### src/rtl/fetch_pkg.sv
// rtl/fetch_pkg.sv - shared types and constants for the instruction fetch sequencer
//
// Contents:
//   FETCH_DATA_W  default instruction word width
//   FETCH_DEPTH   default number of words in the instruction image
//   HALT_WORD     instruction value that terminates issue
//   state_t       sequencer states {S_IDLE, S_ISSUE, S_DONE}

package fetch_pkg;

    localparam int FETCH_DATA_W = 32;
    localparam int FETCH_DEPTH  = 8;

    localparam logic [31:0] HALT_WORD = 32'hFFFF_FFFF;

    typedef enum logic [1:0] {
        S_IDLE  = 2'd0,
        S_ISSUE = 2'd1,
        S_DONE  = 2'd2
    } state_t;

endpackage

### src/rtl/ins_buffer.sv
// rtl/ins_buffer.sv - snapshot register file holding the instruction image
//
// Ports:
//   clk      in   system clock
//   load     in   capture every word of im_flat on this edge
//   im_flat  in   DEPTH*DATA_W image, word i at [i*DATA_W +: DATA_W]
//   rd_addr  in   word index to read
//   rd_data  out  word at rd_addr (combinational read)
//
// The array carries no reset: its contents are only observed after a load.

module ins_buffer
    import fetch_pkg::*;
#(
    parameter int DATA_W = FETCH_DATA_W,
    parameter int DEPTH  = FETCH_DEPTH,
    parameter int PC_W   = $clog2(DEPTH)
) (
    input  logic                    clk,
    input  logic                    load,
    input  logic [DEPTH*DATA_W-1:0] im_flat,
    input  logic [PC_W-1:0]         rd_addr,
    output logic [DATA_W-1:0]       rd_data
);

    logic [DATA_W-1:0] mem [DEPTH];

    always_ff @(posedge clk) begin
        if (load) begin
            for (int i = 0; i < DEPTH; i++) begin
                mem[i] <= im_flat[i*DATA_W +: DATA_W];
            end
        end
    end

    assign rd_data = mem[rd_addr];

endmodule

### src/rtl/ins_fetch_seq.sv
// rtl/ins_fetch_seq.sv - issues a snapshotted instruction image one word per handshake
//
// Optional feature macro: FETCH_LOOP_EN
//   defined   : accepting a non-HALT word at the last index wraps pc to 0; only a
//               HALT word ends issue; retired saturates at all-ones.
//   undefined : issue ends at the last word or at a HALT word.
//
// Ports:
//   clk        in   system clock, all state on rising edge
//   RST        in   synchronous active-high reset
//   start      in   snapshot image and begin issue (honoured in IDLE/DONE only)
//   im_flat    in   instruction image, IM0 at [DATA_W-1:0]
//   ins_valid  out  ins/pc valid to the datapath
//   ins_ready  in   datapath accepts the current word
//   ins        out  current instruction word
//   pc         out  index of ins within the image
//   busy       out  high while issuing
//   done       out  high after issue ends, until start or RST
//   halt_seen  out  issue ended on a HALT word
//   retired    out  words accepted since the last start

module ins_fetch_seq
    import fetch_pkg::*;
#(
    parameter int DATA_W = FETCH_DATA_W,
    parameter int DEPTH  = FETCH_DEPTH,
    parameter int PC_W   = $clog2(DEPTH)
) (
    input  logic                    clk,
    input  logic                    RST,
    input  logic                    start,
    input  logic [DEPTH*DATA_W-1:0] im_flat,
    output logic                    ins_valid,
    input  logic                    ins_ready,
    output logic [DATA_W-1:0]       ins,
    output logic [PC_W-1:0]         pc,
    output logic                    busy,
    output logic                    done,
    output logic                    halt_seen,
    output logic [PC_W:0]           retired
);

    localparam logic [PC_W-1:0]   LAST_PC = PC_W'(DEPTH - 1);
    localparam logic [DATA_W-1:0] HALT    = DATA_W'(HALT_WORD);

    state_t              state;
    state_t              state_nxt;
    logic                load;
    logic                accept;
    logic                is_halt;
    logic                at_last;
    logic                end_issue;
    logic [DATA_W-1:0]   buf_data;

    ins_buffer #(
        .DATA_W (DATA_W),
        .DEPTH  (DEPTH),
        .PC_W   (PC_W)
    ) u_buffer (
        .clk     (clk),
        .load    (load),
        .im_flat (im_flat),
        .rd_addr (pc),
        .rd_data (buf_data)
    );

    assign accept  = ins_valid && ins_ready;
    assign is_halt = (buf_data == HALT);
    assign at_last = (pc == LAST_PC);

`ifdef FETCH_LOOP_EN
    assign end_issue = is_halt;
`else
    assign end_issue = is_halt || at_last;
`endif

    always_ff @(posedge clk) begin
        if (RST) begin
            state <= S_IDLE;
        end else begin
            state <= state_nxt;
        end
    end

    always_comb begin
        state_nxt = state;
        load      = 1'b0;
        case (state)
            S_IDLE, S_DONE: begin
                if (start) begin
                    state_nxt = S_ISSUE;
                    load      = 1'b1;
                end
            end
            S_ISSUE: begin
                if (accept && end_issue) begin
                    state_nxt = S_DONE;
                end
            end
            default: begin
                state_nxt = S_IDLE;
            end
        endcase
    end

    always_ff @(posedge clk) begin
        if (RST) begin
            pc        <= '0;
            retired   <= '0;
            halt_seen <= 1'b0;
        end else if (load) begin
            pc        <= '0;
            retired   <= '0;
            halt_seen <= 1'b0;
        end else if (accept) begin
`ifdef FETCH_LOOP_EN
            if (retired != '1) begin
                retired <= retired + (PC_W+1)'(1);
            end
`else
            retired <= retired + (PC_W+1)'(1);
`endif
            if (is_halt) begin
                halt_seen <= 1'b1;
            end else if (!at_last) begin
                pc <= pc + PC_W'(1);
            end else begin
`ifdef FETCH_LOOP_EN
                pc <= '0;
`else
                pc <= pc;
`endif
            end
        end
    end

    // The buffer has no reset, so ins is forced to zero until the first snapshot;
    // in DONE the buffer and pc are frozen, which holds the last word on ins.
    assign ins       = (state == S_IDLE) ? '0 : buf_data;
    assign ins_valid = (state == S_ISSUE);
    assign busy      = (state == S_ISSUE);
    assign done      = (state == S_DONE);

endmodule
### config.mk
export PLATFORM = sky130hd
export DESIGN_NAME = ins_fetch_seq
export DESIGN_NICKNAME = d
export VERILOG_FILES = /design/src/rtl/fetch_pkg.sv /design/src/rtl/ins_buffer.sv /design/src/rtl/ins_fetch_seq.sv
export SDC_FILE = /design/constraint.sdc
export NUM_CORES = 1
export LEC_CHECK = 0
export BUFFER_PORTS_ARGS = -buffer_cell sky130_fd_sc_hd__buf_4
export CAP_MARGIN = 0
export CORE_MARGIN = 10
export CORE_UTILIZATION = 25
export DETAILED_ROUTE_END_ITERATION = 6
export SYNTH_ARGS = -nofsm -noshare
export SYNTH_HDL_FRONTEND = slang
export SYNTH_HIERARCHICAL = 1
export SYNTH_SLANG_ARGS = --single-unit
### constraint.sdc
create_clock -name clk -period 9.7 [get_ports clk]
set_input_delay 1.94 -clock clk [delete_from_list [all_inputs] [get_ports clk]]
set_output_delay 1.94 -clock clk [all_outputs]
set_load 0.01 [all_outputs]
; ---- Yosys cells after proc, flatten, opt, wreduce, memory -nomap -nowiden
; Memory sizes are Yosys's and may differ from the RTL's. A register that Yosys moved wholly into a read port is not among the register bits.
; Cells that the tools add are included.
[word_totals]
ff_bits = 10
latch_bits = 0
out_inout_bits = 43
rom_bits = 0
memories = 1
in_bits = 260
ramBits = 256
[mem_list]
columns = memory, words, width, read_ports, rd_ports_with_merged_regs, wr, line
row1 = u_buffer.mem, 8, 32, 1, 1, 8, ins_buffer.sv:26  ; logic [DATA_W-1:0] mem [DEPTH];
[classes]
eq_ne = 6
n_mux = 10
magnitude_cmp = 0
n_mul = 0
add_sub_neg = 2
bitwise = 2
n_reduce_logical = 9
n_div = 0
shift = 0
[ops]
columns = operator, count
row1 = "32-bit equality test, second input constant", 1
row2 = 32-bit 2-to-1 mux, 1
row3 = 3-bit 2-to-1 mux, 2
row4 = "4-bit by 1-bit adder with 4-bit output, second input constant", 1
row5 = 1-bit 2-to-1 mux, 4
row6 = 2-bit 2-to-1 mux, 2
row7 = 2-bit case mux with 2 select lines, 1
row8 = 2-bit AND reduction, 2
row9 = 2-bit OR reduction, 2
row10 = "3-bit by 1-bit adder with 3-bit output, second input constant", 1
row11 = "3-bit equality test, second input constant", 1
row12 = 3-bit AND reduction, 1
row13 = "2-bit by 1-bit equality test with 1-bit output, second input constant", 1
row14 = "2-bit equality test, second input constant", 1
row15 = 1-bit logical AND, 2
row16 = 2-bit logical NOT, 1
row17 = "2-bit by 1-bit inequality test with 1-bit output, second input constant", 1
row18 = "2-bit inequality test, second input constant", 1
row19 = 1-bit NOT, 2
row20 = 1-bit logical OR, 1

; ---- Longest topological paths before layout
; Gate-level depths: netlist of run 1.
[logic_depth]
depth_word = 5
ltp_mapped = 8

; ---- By module
; The synthesis of run 1 kept the hierarchy.
[by_module_without_submodules]
columns = module, area_each_um2, cells_each, n_inst
row1 = ins_buffer, 9760.6, 370, 1
row2 = ins_fetch_seq, 797.0, 99, 1

; ---- Worst setup path before layout of run 1
; No wires, ideal clock.
[synth_timing]
kind = input to register
startpoint = input port start
endpoint = register pc[1]
setup_ns = 0.131
arrival_time_ns = 7.874
n_path_buf = 0
path_stages = 5
path_slack_ns = 1.695
path_cell_list = nand2b_1 inv_1 nor2_1 nand2_1 mux2i_1
[synth_via]
elab_chain_cells = 3
[synth_rtl]
columns = item, line
row1 = start: declaration, ins_fetch_seq.sv:31  ; input logic start,
row2 = 1-bit 2-to-1 mux, ins_fetch_seq.sv:90  ; if (start) begin
row3 = 1-bit 2-to-1 mux, ins_fetch_seq.sv:88  ; case (state)
row4 = named net load, ins_fetch_seq.sv:48  ; logic load;
row5 = 2-bit OR reduction (no line), -
row6 = end signal: assignment, ins_fetch_seq.sv:126  ; pc <= pc + PC_W'(1);
row7 = end signal: assignment, ins_fetch_seq.sv:131  ; pc <= pc;
row8 = end: declaration, ins_fetch_seq.sv:36  ; output logic [PC_W-1:0] pc,
; The timed path passes the listed nets, and every way through them passes these cells.
; A chain may end at the register's enable or synchronous reset.

==> results of run 1 <==
[cell type report]
class                      instances  area (um^2)  share of cell area
sequential                       266         7900               0.541
inverter                           2         15.0             0.00103
tap                              539          674              0.0462
timing repair buffer             306         2300               0.157
clock inverter                    23          300              0.0206
multi-input combinational        178         2520               0.173
antenna                            2         5.00            0.000343
clock buffer                      38          887              0.0608
[synth_stat cells]
library cell | number | area share
nand2_1 | 11 | 0.0039
buf_2 | 2 | 0.00095
inv_1 | 2 | 0.00071
a31oi_1 | 1 | 0.00059
nor4_4 | 2 | 0.0040
edfxtp_1 | 256 | 0.73
ha_1 | 3 | 0.0036
a211oi_2 | 1 | 0.0012
nor2b_1 | 32 | 0.019
clkbuf_1 | 5 | 0.0018
o31ai_1 | 1 | 0.00071
buf_4 | 1 | 0.00071
and2b_2 | 1 | 0.00083
buf_1 | 8 | 0.0028
mux4_2 | 24 | 0.051
mux2i_1 | 3 | 0.0028
xnor2_1 | 1 | 0.00083
nand4_1 | 7 | 0.0041
mux2_2 | 32 | 0.034
nand4_2 | 2 | 0.0024
nand2b_1 | 1 | 0.00059
mux4_1 | 40 | 0.10
a21oi_1 | 2 | 0.00095
or3_1 | 1 | 0.00059
buf_6 | 7 | 0.0075
and2b_1 | 1 | 0.00071
nand2_2 | 1 | 0.00059
dfxtp_1 | 10 | 0.019
and3b_2 | 1 | 0.00095
nor2_1 | 7 | 0.0025
o221a_1 | 1 | 0.0011
xor2_1 | 2 | 0.0017
[worst paths after layout]
kind              start    endpoint  slack [ns]  cells past startpoint
max               pc[0]      ins[2]        4.42                      5
min          retired[1]  retired[1]        0.50                      2
max reg2reg       pc[0]       pc[0]        6.18                      7
min reg2reg  retired[1]  retired[1]        0.50                      2
[per-stage QoR]
stage	cells	util
final	1354	0.349
after global routing	1353	0.349
after CTS	1352	0.349
after detailed placement	1291	0.320
after global placement	1291	0.320
after floorplan	469	-
[cells by family (layout without fill, tap and decap cells)]
kind of cell / count (synthesis) / in the layout / share of synthesized area
flip-flops: 266 / 266 / 0.747
other: 0 / 2 / 0
XOR/XNOR: 3 / 3 / 0.00249
multiplexers: 99 / 99 / 0.188
AO/OA/AOI/OAI: 6 / 6 / 0.00450
buffers and inverters: 25 / 369 / 0.0145
AND/OR/NAND/NOR: 67 / 67 / 0.0402
adder cells (fa/ha/maj): 3 / 3 / 0.00356
[flip-flops by register name (all words and copies together), names as in the netlist]
name,flops
u_buffer/mem,256
halt_seen,1
retired,4
pc,3
state,2
[routing by layer]
layer / up-vias / part of all wire / track usage / wire (um)
met5: - / 0 / 0 / 0
met4: 0 / 0.020 / 0.0397 / 618
met3: 48 / 0.096 / 0.0457 / 2920
met2: 274 / 0.47 / 0.184 / 14100
met1: 2865 / 0.42 / 0.141 / 12600
li1: 2627 / - / - / -
[tightest hold or removal path, delay by kind of cell (launching register included)]
kind / cells / cell delay, ns
DFF: 1 / 0.33
and+or+nand+nor: 1 / 0.07
AOI/OAI and AO/OA: 1 / 0.06
[power breakdown]
group / switching, mW / internal (mW)
registers: 0.0208 / 1.34
logic: 0.0938 / 0.123
clock network: 0.497 / 0.847
total: 0.611 / 2.31
==> reports/qor.csv, run 1 <==
metric,value,unit
start_kind,register,
nFillCells,3937,
clock-root-buffer,clkbuf_16,
synth_area,10600,um^2
numPortBuffers,302,
start_util,0.252,
gp_congestion,0.773,
cts_htree_levels,2,
final_nets,1051,
tightest_slew,1.16,ns
wl,30200,um
critPathBufInv,2,
final.setup.worst_slack,4.42,ns
crit_family,multiplexers,
synth-seq-area-share,0.747,
io_pins,303,
core,41900,um^2
dieHeight,226,um
rsz0062_at_grt,no,
power.leakage,5.38,nW
finalSetupViolations,0,
globalRouteOverflowTotal,0,
finalMaxSlewViolations,0,
status,completed,
dpl_cell_area,13400,um^2
cp_slowest_stage_delay,0.71,ns
endpoint_kind,output port,
worstPathCellList,buf_4 -> mux4_1 -> mux2_2 -> nor2b_1 -> buf_4,
place_worst_setup_slack,4.87,ns
syn_area_per_cell,22.5,um^2
drv_cap,0,
synth_warnings,6,
path_clk_slew,0.05,ns
fin_setup_tns,0,ns
rows,75,
hpwl,21500,um
cts.repair.resized,0,
cts-buffers-inserted,34,
fmax,189,MHz
cp.required,7.76,ns
relSlewSlack,0.225,
cpMaxStageDelayCell,dfxtp_4,
synth_fp_nets,732,
antenna_found_initial,1,
dr.pass1.iters,5,
drtIter0Drc,342,
mostFrequentLayoutCell,buf_4,
whs,0.504,ns
peakVddDrop,0.133,mV
crit_arrival,3.34,ns
cts_buffer_depth,3,
hold_path.class,reg -> reg,
drive_above_1_share,0.524,
crit_path_frequent_cell,buf_4,
cts_tree,done,
synth_cell_types,32,
design_area,14600,um^2
grt_pass1_vias,6643,
fin_skew,0.0256,ns
cts_hold_buf,0,
die_w,226,um
fin_crit_sh,0.544,
ant_nets,0,
cp_max_fo,38,
worst_skew_pair.late_latency,0.53,ns
drc_errors,0,
period_minus_slack,5.28,ns
power_density,200,nW/um^2
grt_start_max_net_pins,96,
synthCells,469,
p_total,2.93,mW
grt_pass1_wl,43200,um
die_area,50900,um^2
worstSetupPathType,reg -> out,
clock_sinks,266,
hold_violations,0,
wl_per_cell,22.3,um
grtUsageTotal,0.116,
vias,5814,
areaGrowthSynthToFinish,38.3,%
mostFrequentLayoutCells,"buf_4 (306), edfxtp_1 (256), mux4_1 (40)",
synth-seq-cells,266,
vias_per_cell,4.29,
cts_setup_buffers,0,
Note: power is estimated with default switching activity, not from simulation.
==> inputs of run 2 (changes only) <==
--- a/config.mk
+++ b/config.mk
@@ -5,6 +5,7 @@
 export SDC_FILE = /design/constraint.sdc
 export NUM_CORES = 1
 export LEC_CHECK = 0
+export ABC_AREA = 1
 export BUFFER_PORTS_ARGS = -buffer_cell sky130_fd_sc_hd__buf_4
 export CAP_MARGIN = 0
 export CORE_MARGIN = 10
==> constraint.sdc (replaced) <==
create_clock -name clk -period 4.8 [get_ports clk]
set_input_delay 0.96 -clock clk [delete_from_list [all_inputs] [get_ports clk]]
set_output_delay 0.96 -clock clk [all_outputs]
set_load 0.01 [all_outputs]
==> run 2 against run 1 <==
Net effect: count of clock-buffer cells in the layout rose by 3; critical endpoint is now ins[28]; utilization fell by 1.6 points; highest routed layer unchanged; synthesized cell count rose to 2.7 times the previous value; non-clock buffer count rose by 8; largest power group unchanged; sequential power rose by 100%; worst setup slack got worse by 3.5 ns; sequential share of layout area fell by 4.2 points; combinational power rose to 2.6 times the previous value.
==> reports/qor.csv, run 2 <==
metric,value,unit,change
mostFrequentLayoutCells,"nand2_1 (445), buf_4 (310), inv_1 (294)",,
clock_sinks,266,,unchanged
synth_cell_types,25,,-22%
cts-buffers-inserted,31,,-8.8%
grt_pass1_vias,9384,,+41%
rows,80,,+6.7%
synth-seq-cells,266,,unchanged
synth-edff-count,256,,unchanged
grt_start_max_net_pins,106,,+10%
fin_setup_tns,0,ns,unchanged
vias_per_cell,4.16,,-3.1%
drc_errors,0,,unchanged
r2r_end,pc[1],,
synth_top_area_frac,0.639,,-0.0889
r2r_cells,14,,+7
vias,9152,,+57%
fmax,257,MHz,
grtUsageTotal,0.131,,+0.0153
status,completed,,
cts_setup_buffers,0,,unchanged
p_total,5.51,mW,+88%
areaGrowthSynthToFinish,31.7,%,
hp-start,retired[3],,
wl_per_cell,17.8,um,-20%
hold_violations,0,,unchanged
synth_area_leaders,"edfxtp_1 (64%), nand2_1 (14%), inv_1 (9.2%)",,
netlist.top_cell.by_area,edfxtp_1,,
io_pins,303,,unchanged
cts_hold_buf,0,,unchanged
synthCells,1264,,+170%
synthFlopType,edfxtp_1,,
cts.repair.resized,0,,unchanged
globalRouteOverflowTotal,0,,unchanged
final_nets,1822,,+73%
cp_max_fo,88,,+130%
whs,0.469,ns,-0.0351 ns
internal_power,4.21,mW,+82%
switchingPower,1.30,mW,+110%
synth_warnings,6,,unchanged
power_frac_clock,0.399,,-0.060
endpoint_kind,output port,,
crit_arrival,2.92,ns,-0.42 ns
dpl_cell_area,14900,um^2,+11%
numPortBuffers,302,,unchanged
clock-root-buffer,clkbuf_16,,
die_w,239,um,+6.1%
power_density,348,nW/um^2,+74%
synth_area,12000,um^2,+14%
dr.pass1.iters,5,,unchanged
finalSetupViolations,0,,unchanged
hpwl,28200,um,+32%
dpl.cell_count,2141,,+66%
grt_pass1_wl,57400,um,+33%
cts_htree_levels,1,,-1
gp_congestion,0.831,,+7.5%
synth-seq-area-share,0.656,,-0.0912
cts_tree,done,,
rsz0062_at_grt,no,,
cts_buffer_depth,3,,unchanged
whs_endpoint,retired[3],,
tightest_slew,1.05,ns,-0.110 ns
top_register,u_buffer/mem,,
reg_top3,"u_buffer/mem x256, retired x4, pc x3",,
syn_area_per_cell,9.51,um^2,-58%
synth_common_cells,"nand2_1 (445), inv_1 (296), edfxtp_1 (256)",,
largest_register_ffs,256,,unchanged
finalMaxSlewViolations,0,,unchanged
fin_crit_sh,0.809,,
mostFrequentLayoutCell,nand2_1,,
min_path_cells,1,,-1
nFillCells,4911,,+25%
start_util,0.252,,about the same
start_kind,register,,
fin_skew,0.0143,ns,-0.0113 ns
reg2reg_slack,1.73,ns,-4.45 ns
cp.required,3.84,ns,-3.92 ns
async_flop_share,0,,unchanged
core,47600,um^2,+14%
r2r_start,pc[0],,
cp-startpoint,pc[0],,
drive_above_1_share,0.238,,-0.286
hold_path.class,reg -> reg,,
wl,39100,um,+29%
pwr-share-comb,0.102,,+0.028
sw_frac_of_total,0.236,,+0.0274
worstSetupPathType,reg -> out,,
seqCellArea,7900,um^2,unchanged
drv_cap,0,,unchanged
worst_skew_pair.late_latency,0.58,ns,+0.05 ns
synth_fp_nets,1527,,+110%
ant_nets,0,,unchanged
multi_input_area,2690,um^2,+6.7%
die_area,57300,um^2,+13%
period_minus_slack,3.88,ns,
relSlewSlack,0.299,,+0.0734
peakVddDrop,0.269,mV,+100%
antenna_found_initial,1,,unchanged
pwr-share-seq,0.499,,+0.032
drtIter0Drc,708,,+110%
design_area,15800,um^2,+8.5%
power.leakage,7.64,nW,+42%
fin_cells,2199,,+62%
yosysMostFrequentCell,nand2_1,,
path_clk_slew,0.06,ns,about the same
dieHeight,239,um,+6.1%
## run 2: cell types whose count changed in the layout (fill, tap and decap cells not counted), moves of 6 or more
cell and change:
nand2_1 +434, inv_1 +293, nand3_1 +129, mux4_1 -40, nor2_1 +38, mux2_2 -32, nor2b_1 -32, mux4_2 -24
bufinv_16 -6, clkbuf_1 +6, clkinv_2 +6
## run 2: layout make-up
cell class	instances	area share
clock buffer	41	0.0520
tap	615	0.0486
antenna	1	0.000158
sequential	266	0.498
clock inverter	16	0.00655
inverter	300	0.0724
timing repair buffer	314	0.152
multi-input combinational	646	0.170
## run 2: critical path, cell delays in order, from the launching register on
cell	delay, ns
dfxtp_4	0.36
inv_4	0.73
buf_4	0.46
nand2_1	0.09
nand3_1	0.11
nand2_1	0.09
nand2_1	0.09
nand2_1	0.08
inv_1	0.05
nor2_1	0.04
buf_4	0.18
## run 2: kinds of logic (layout without fill, tap and decap cells)
| group | Yosys count | after routing | synth area share |
|---|---|---|---|
| and+or+nand+nor | 631 | 631 | 0.214 |
| buffers and inverters | 352 | 671 | 0.121 |
| DFF | 266 | 266 | 0.656 |
| AOI/OAI and AO/OA | 11 | 11 | 0.00510 |
| adders and majority gates | 3 | 3 | 0.00312 |
| xor gates and xnor gates | 1 | 1 | 0.000728 |
| other | 0 | 1 | 0 |
## run 2: worst max path at each step
stage	to	depth (start not counted)
final	ins[28]	10
after global routing	ins[26]	10
after CTS	ins[28]	10
after detailed placement	ins[28]	10
after global placement	ins[15]	10
after floorplan	retired[0]	5
## run 2: metrics by stage
step                       util  setup slack (ns)
after floorplan               -            -0.626
after global placement    0.313              1.50
after detailed placement  0.313              1.49
after CTS                 0.332             0.842
after global routing      0.333             0.692
final                     0.333             0.916
## run 2: routing by layer
metal  GRT usage  wire length (um)
met3      0.0306              2700
met4      0.0303               729
met2       0.213             18200
met5           0                 0
met1       0.174             17400
## run 2: power by group through the flow
stage          Clock (mW)  Sequential [mW]  Combinational [mW]
4_1_cts              2.27             2.75               0.574
2_1_floorplan           0             2.81               0.263
5_1_grt              2.36             2.76               0.627
3_3_place_gp            0             2.80               0.568
6_report             2.20             2.75               0.561
3_5_place_dp            0             2.80               0.570
